===== src/rtl/wb_pkg.sv =====
// Shared types and constants for the write-back stage.
// The optional retire counter (WB_RETIRE_COUNT_EN) uses RC_W / RC_MAX.
package wb_pkg;

    localparam int WB_DATA_W = 16;
    localparam int WB_ADDR_W = 3;

    // Retire counter width and its saturation value
    localparam int            RC_W   = 16;
    localparam logic [RC_W-1:0] RC_MAX = 16'hFFFF;

    typedef enum logic [1:0] {
        S_IDLE = 2'd0,
        S_LO   = 2'd1,
        S_HI   = 2'd2
    } wb_state_e;

    // Address of the upper half of a wide result; wraps around the register file
    function automatic logic [WB_ADDR_W-1:0] hi_addr_of(input logic [WB_ADDR_W-1:0] dst);
        return dst + {{(WB_ADDR_W-1){1'b0}}, 1'b1};
    endfunction

endpackage


===== src/rtl/wb_if.sv =====
// Retire handshake from the memory stage plus the register-file write port.
// slave = write-back stage view, master = upstream / register-file view.
interface wb_if
    import wb_pkg::*;
#(
    parameter int DATA_W = WB_DATA_W,
    parameter int ADDR_W = WB_ADDR_W
);

    logic              in_valid;
    logic              in_ready;
    logic              in_reg_write;
    logic              in_mem_to_reg;
    logic              in_wide;
    logic [ADDR_W-1:0] in_dst_addr;
    logic [DATA_W-1:0] in_alu_result;
    logic [DATA_W-1:0] in_mem_data;
    logic [DATA_W-1:0] in_high_data;

    logic              write_back;
    logic [ADDR_W-1:0] write_addr;
    logic [DATA_W-1:0] write_data;
    logic              busy;

    modport slave (
        input  in_valid, in_reg_write, in_mem_to_reg, in_wide,
               in_dst_addr, in_alu_result, in_mem_data, in_high_data,
        output in_ready, write_back, write_addr, write_data, busy
    );

    modport master (
        output in_valid, in_reg_write, in_mem_to_reg, in_wide,
               in_dst_addr, in_alu_result, in_mem_data, in_high_data,
        input  in_ready, write_back, write_addr, write_data, busy
    );

endinterface


===== src/rtl/wb_result_mux.sv =====
// Selects the retiring value: load data when mem_to_reg, otherwise the ALU result.
module wb_result_mux #(
    parameter int DATA_W = 16
) (
    input  logic              mem_to_reg,
    input  logic [DATA_W-1:0] alu_result,
    input  logic [DATA_W-1:0] mem_data,
    output logic [DATA_W-1:0] result
);

    assign result = mem_to_reg ? mem_data : alu_result;

endmodule


===== src/rtl/write_back_stage.sv =====
// Final pipeline stage: registers retiring results onto the register-file write port,
// splitting wide results over two cycles. WB_RETIRE_COUNT_EN adds retire_count.
module write_back_stage
    import wb_pkg::*;
#(
    parameter int DATA_W = WB_DATA_W,
    parameter int ADDR_W = WB_ADDR_W
) (
    input  logic clk,
    input  logic reset,
    wb_if.slave  bus
`ifdef WB_RETIRE_COUNT_EN
    ,
    output logic [RC_W-1:0] retire_count
`endif
);

    wb_state_e         state, next_state;
    logic              hi_pend;
    logic [ADDR_W-1:0] hi_addr;
    logic [DATA_W-1:0] hi_data;

    logic              wr_en;
    logic [ADDR_W-1:0] wr_addr;
    logic [DATA_W-1:0] wr_data;

    logic              ready;
    logic              accept;
    logic              take_write;
    logic              emit_high;
    logic [DATA_W-1:0] sel_data;

    wb_result_mux #(.DATA_W(DATA_W)) u_mux (
        .mem_to_reg (bus.in_mem_to_reg),
        .alu_result (bus.in_alu_result),
        .mem_data   (bus.in_mem_data),
        .result     (sel_data)
    );

    // The cycle presenting the low half of a wide result already owns the next
    // cycle for the high half, so nothing new may be accepted at its closing edge.
    assign emit_high  = (state == S_LO) && hi_pend;
    assign ready      = !reset && !emit_high;
    assign accept     = bus.in_valid && ready;
    assign take_write = accept && bus.in_reg_write;

    always_comb begin
        next_state = S_IDLE;
        if (emit_high)
            next_state = S_HI;
        else if (take_write)
            next_state = S_LO;
    end

    always_ff @(posedge clk) begin
        if (reset) begin
            state   <= S_IDLE;
            hi_pend <= 1'b0;
            hi_addr <= '0;
            hi_data <= '0;
            wr_en   <= 1'b0;
            wr_addr <= '0;
            wr_data <= '0;
        end else begin
            state <= next_state;
            wr_en <= 1'b0;
            if (emit_high) begin
                wr_en   <= 1'b1;
                wr_addr <= hi_addr;
                wr_data <= hi_data;
                hi_pend <= 1'b0;
            end else if (take_write) begin
                wr_en   <= 1'b1;
                wr_addr <= bus.in_dst_addr;
                wr_data <= sel_data;
                hi_pend <= bus.in_wide;
                hi_addr <= bus.in_dst_addr + {{(ADDR_W-1){1'b0}}, 1'b1};
                hi_data <= bus.in_high_data;
            end else begin
                // bubble or idle: address/data hold, only the enable drops
                hi_pend <= 1'b0;
            end
        end
    end

    assign bus.in_ready   = ready;
    assign bus.write_back = wr_en;
    assign bus.write_addr = wr_addr;
    assign bus.write_data = wr_data;
    assign bus.busy       = emit_high || (state == S_HI);

`ifdef WB_RETIRE_COUNT_EN
    logic [RC_W-1:0] rc;

    always_ff @(posedge clk) begin
        if (reset)
            rc <= '0;
        else if (wr_en && rc != RC_MAX)
            rc <= rc + 1'b1;
    end

    assign retire_count = rc;
`endif

endmodule


===== src/flat_wrapper.sv =====
// flat-port wrapper written by rule: the top's interface ports become plain ports
module write_back_stage_flat import wb_pkg::*;
#(
    parameter int DATA_W = WB_DATA_W,
    parameter int ADDR_W = WB_ADDR_W
)
  (clk, reset, bus_in_valid, bus_in_reg_write, bus_in_mem_to_reg, bus_in_wide, bus_in_dst_addr, bus_in_alu_result, bus_in_mem_data, bus_in_high_data, bus_in_ready, bus_write_back, bus_write_addr, bus_write_data, bus_busy);
  wb_if #(.DATA_W(DATA_W), .ADDR_W(ADDR_W)) bus_i ();
  input  logic clk;
  input  logic reset;
  input wire logic [$bits(bus_i.in_valid)-1:0] bus_in_valid;
  input wire logic [$bits(bus_i.in_reg_write)-1:0] bus_in_reg_write;
  input wire logic [$bits(bus_i.in_mem_to_reg)-1:0] bus_in_mem_to_reg;
  input wire logic [$bits(bus_i.in_wide)-1:0] bus_in_wide;
  input wire logic [$bits(bus_i.in_dst_addr)-1:0] bus_in_dst_addr;
  input wire logic [$bits(bus_i.in_alu_result)-1:0] bus_in_alu_result;
  input wire logic [$bits(bus_i.in_mem_data)-1:0] bus_in_mem_data;
  input wire logic [$bits(bus_i.in_high_data)-1:0] bus_in_high_data;
  output wire logic [$bits(bus_i.in_ready)-1:0] bus_in_ready;
  output wire logic [$bits(bus_i.write_back)-1:0] bus_write_back;
  output wire logic [$bits(bus_i.write_addr)-1:0] bus_write_addr;
  output wire logic [$bits(bus_i.write_data)-1:0] bus_write_data;
  output wire logic [$bits(bus_i.busy)-1:0] bus_busy;
  assign bus_i.in_valid = bus_in_valid;
  assign bus_i.in_reg_write = bus_in_reg_write;
  assign bus_i.in_mem_to_reg = bus_in_mem_to_reg;
  assign bus_i.in_wide = bus_in_wide;
  assign bus_i.in_dst_addr = bus_in_dst_addr;
  assign bus_i.in_alu_result = bus_in_alu_result;
  assign bus_i.in_mem_data = bus_in_mem_data;
  assign bus_i.in_high_data = bus_in_high_data;
  assign bus_in_ready = bus_i.in_ready;
  assign bus_write_back = bus_i.write_back;
  assign bus_write_addr = bus_i.write_addr;
  assign bus_write_data = bus_i.write_data;
  assign bus_busy = bus_i.busy;
  write_back_stage #(.DATA_W(DATA_W), .ADDR_W(ADDR_W)) u_core (.clk(clk), .reset(reset), .bus(bus_i));
endmodule

===== config.mk =====
export PLATFORM = sky130hd
export DESIGN_NAME = write_back_stage_flat
export DESIGN_NICKNAME = d
export VERILOG_FILES = /design/src/rtl/wb_pkg.sv /design/src/rtl/wb_if.sv /design/src/rtl/wb_result_mux.sv /design/src/rtl/write_back_stage.sv /design/src/flat_wrapper.sv
export SDC_FILE = /design/constraint.sdc
export NUM_CORES = 1
export LEC_CHECK = 0
export BUFFER_PORTS_ARGS = -buffer_cell sky130_fd_sc_hd__buf_2
export CORE_ASPECT_RATIO = 1.4
export CORE_MARGIN = 5
export CORE_UTILIZATION = 44
export CTS_BUF_LIST = sky130_fd_sc_hd__clkbuf_4 sky130_fd_sc_hd__clkbuf_8
export DETAILED_ROUTE_END_ITERATION = 10
export PLACE_DENSITY = 0.85
export SETUP_SLACK_MARGIN = 0.5
export SLEW_MARGIN = 25
export SYNTH_ARGS = -nofsm -noshare
export SYNTH_HDL_FRONTEND = slang
export SYNTH_SLANG_ARGS = --single-unit

===== constraint.sdc =====
create_clock -name clk -period 1.25 [get_ports clk]
set_input_delay 0.25 -clock clk [delete_from_list [all_inputs] [get_ports clk]]
set_output_delay 0.25 -clock clk [all_outputs]
set_load 0.1 [all_outputs]

==> run metrics <==
final non-filler cell area=3250 sq um; Initial DRC Count=34; final hold violations=0; share of cells above drive strength 1=0.661; core footprint=3990 sq um; antenna viol nets, final=0; Hold Crit Class=input pin to flop; Final Max Slew Viols=0; Max-slew headroom=0.742; DRT Pass-1 Iters=4; Slew @ Worst Pin=roughly 380 ps; fin util=0.815; Clock Sinks=42; Antenna diodes=0; flip-flop and latch count after synthesis=42; commonest cells after routing, fill and taps aside=56 x buf_2, 29 x buf_12, 20 x dfxtp_4, 20 x dfxtp_1; initial antenna violation count=0; status=finished, violations left; Max Cap Violations=0; Root Buffer=clkbuf_8; Setup WS post-layout=-291 ps; synth unique cells=26; Synth-to-Final Area Change=76.7%; met3 GRT Util=0.0584; CP Capture Type=output port; cts bufs inserted=5; post-synthesis net count=244; Overflow after GRT=0; GR met1 Demand/Resource=0.222; clock latency on the worst-skew pair=300 ps; CTS tree=yes; Clk pin slew, worst setup/hold paths=70 ps; Worst path most repeated cell=buf_12; clock buffer depth=2; Avg Cell Area, Syn=9.88 sq um; CP Launch Type=flop; vias in the first global route=1,904; Remaining DRCs=0; crit-path max cell delay=330 ps; Fmax achieved=between 0.6 and 0.7 GHz; Seq/Total Area, Yosys=0.457; CP Class=flop to output port; vias per cell=5.65; Initial Util=0.461; Vert. Die Dim=a little under 90 microns; switching power=0.000929 W; Max IR drop VDD=1.02 mV; Critical Path, Cell by Cell=nand3b_1 -> nand2b_1 -> buf_12 -> inv_16 -> buf_12; CP max FO=3; DRT Wirelength=approximately 6.4 mm; M2 GR Usage=0.435; port buffer count=78; gr busiest metal=met2; Max Clock Skew=roughly 9.9 ps; Post-DP Area=2850 sq um; Die W=64.6 microns; die area=5590 sq um; Yosys warnings=0; Vias=1,808; worst path required time=1000 ps; IO Count=about 80; Final nets=334; Logic pwr share=0.251; Post-Syn Area=roughly 1800 sq um; RSZ-0062 raised after global routing=yes; DP Wirelength=around 3.9 mm; largest net degree at the start of global routing=25; period utilisation layout=1.23; PD cells=958 nW/um^2; drt wl/cell=between 20 and 25 microns; Synth async-reset ratio=0; first-pass GRT wire length=9.60 mm; Post-synth EDFFs=0; Worst R2R Setup Slack=-240 ps; Cells after Synth=186; dominant synthesized flop cell=dfxtp_1; commonest non-fill, non-tap cell in the layout=buf_2; htree depth=2; Worst path slowest cell=dfxtp_2; clock power share=0.294; internal power=0.00218 W; routability cong.=roughly 0.76; failing checks=negative setup slack; Switching Share=0.299; Pleak=1.30 nW; # rows=27; final setup fails=19; GRT Total Usage=0.226; Period minus WS final=1540 ps; CP arrival=1290 ps; Flop pwr share=0.455
[cell type report]
cell class / instances / area (sq um)
Multi-Input combinational cell: 125 / 1140
Timing Repair Buffer: 100 / 1020
Sequential cell: 42 / 918
Fill cell: 220 / 739
Clock buffer: 6 / 82.6
Tap cell: 43 / 53.8
Inverter: 2 / 23.8
Clock inverter: 2 / 12.5
[power by group through the flow]
stage / sequential, W / clock, W / combinational (W)
finish: 0.00142 / 0.000914 / 0.000781
floorplan: 0.00161 / 0 / 0.000270
detailed placement: 0.00144 / 0 / 0.000691
global placement: 0.00144 / 0 / 0.000675
global route: 0.00142 / 0.000986 / 0.000821
CTS: 0.00141 / 0.000919 / 0.000727
[registers in the layout, summed over array words and instances (netlist names)]
name,flops
u_core.bus.write_data,16
u_core.hi_pend,1
u_core.bus.write_back,1
u_core.hi_data,16
u_core.bus.write_addr,3
u_core.state,2
u_core.hi_addr,3
[through the flow]
step / total power (W) / hold slack, ps / TNS [ps] / cells / setup slack, ps
after floorplan: 0.00187 / 348 / 0 / 186 / 17.3
after global placement: 0.00211 / 453 / -559 / 302 / -43.6
after detailed placement: 0.00213 / 468 / -1660 / 302 / -79.2
after CTS: 0.00306 / 181 / -1360 / 318 / -276
after global routing: 0.00323 / 180 / -4220 / 320 / -323
final: 0.00311 / 188 / -3410 / 320 / -291
[final timing paths]
kind	startpoint	to	cells after the start
setup / recovery	u_core.state[1]$_SDFF_PP0_	bus_in_ready	5
hold reg to reg	u_core.hi_addr[2]$_SDFFE_PP0P_	u_core.hi_addr[2]$_SDFFE_PP0P_	2
hold / removal	bus_in_dst_addr[0]	u_core.hi_addr[0]$_SDFFE_PP0P_	2
setup reg to reg	u_core.state[1]$_SDFF_PP0_	u_core.bus.write_data[12]$_SDFFE_PP0P_	8
[critical path: cells and delay by family, from the launching register on]
kind                   cells  cell delay (ps)
buffers and inverters      3              320
DFF                        1              330
and+or+nand+nor            2              350
[synthesized netlist by cell type, types with 2 or more instances]
cell type / n / area share
dfxtp_1: 42 / 0.46
mux2i_1: 19 / 0.10
nand2b_1: 19 / 0.065
nand3_1: 18 / 0.049
o21ai_1: 18 / 0.049
mux2_2: 16 / 0.098
o22ai_1: 16 / 0.054
buf_2: 7 / 0.019
clkbuf_1: 4 / 0.0082
nor2_1: 4 / 0.0082
a211oi_1: 3 / 0.012
buf_1: 3 / 0.0061
a21oi_1: 2 / 0.0054
buf_4: 2 / 0.0082
buf_6: 2 / 0.012
[routing by layer]
metal | vias to the layer above | part of all wire
met2 | 65 | 0.56
met4 | 0 | 0.034
met5 | - | 0
met1 | 875 | 0.35
met3 | 20 | 0.050
li1 | 848 | -
[cells by family after synthesis]
group | count (synthesis) | synth area share
and+or+nand+nor | 46 | 0.141
buffers and inverters | 20 | 0.0579
xor gates and xnor gates | 1 | 0.00477
AOI/OAI and AO/OA | 41 | 0.131
muxes | 35 | 0.201
DFF | 42 | 0.457
adders and majority gates | 1 | 0.00681
[repair_timing]
action / 4_1_cts / 5_1_grt
pin swaps: 1 / 11
resized for setup: 18 / 21
setup endpoints to repair: 64 / 64
buffers inserted: 5 / 2
gates cloned: 3 / 0
hold buffers: 0 / 0
No activity file was read; power rests on OpenSTA's default activity.
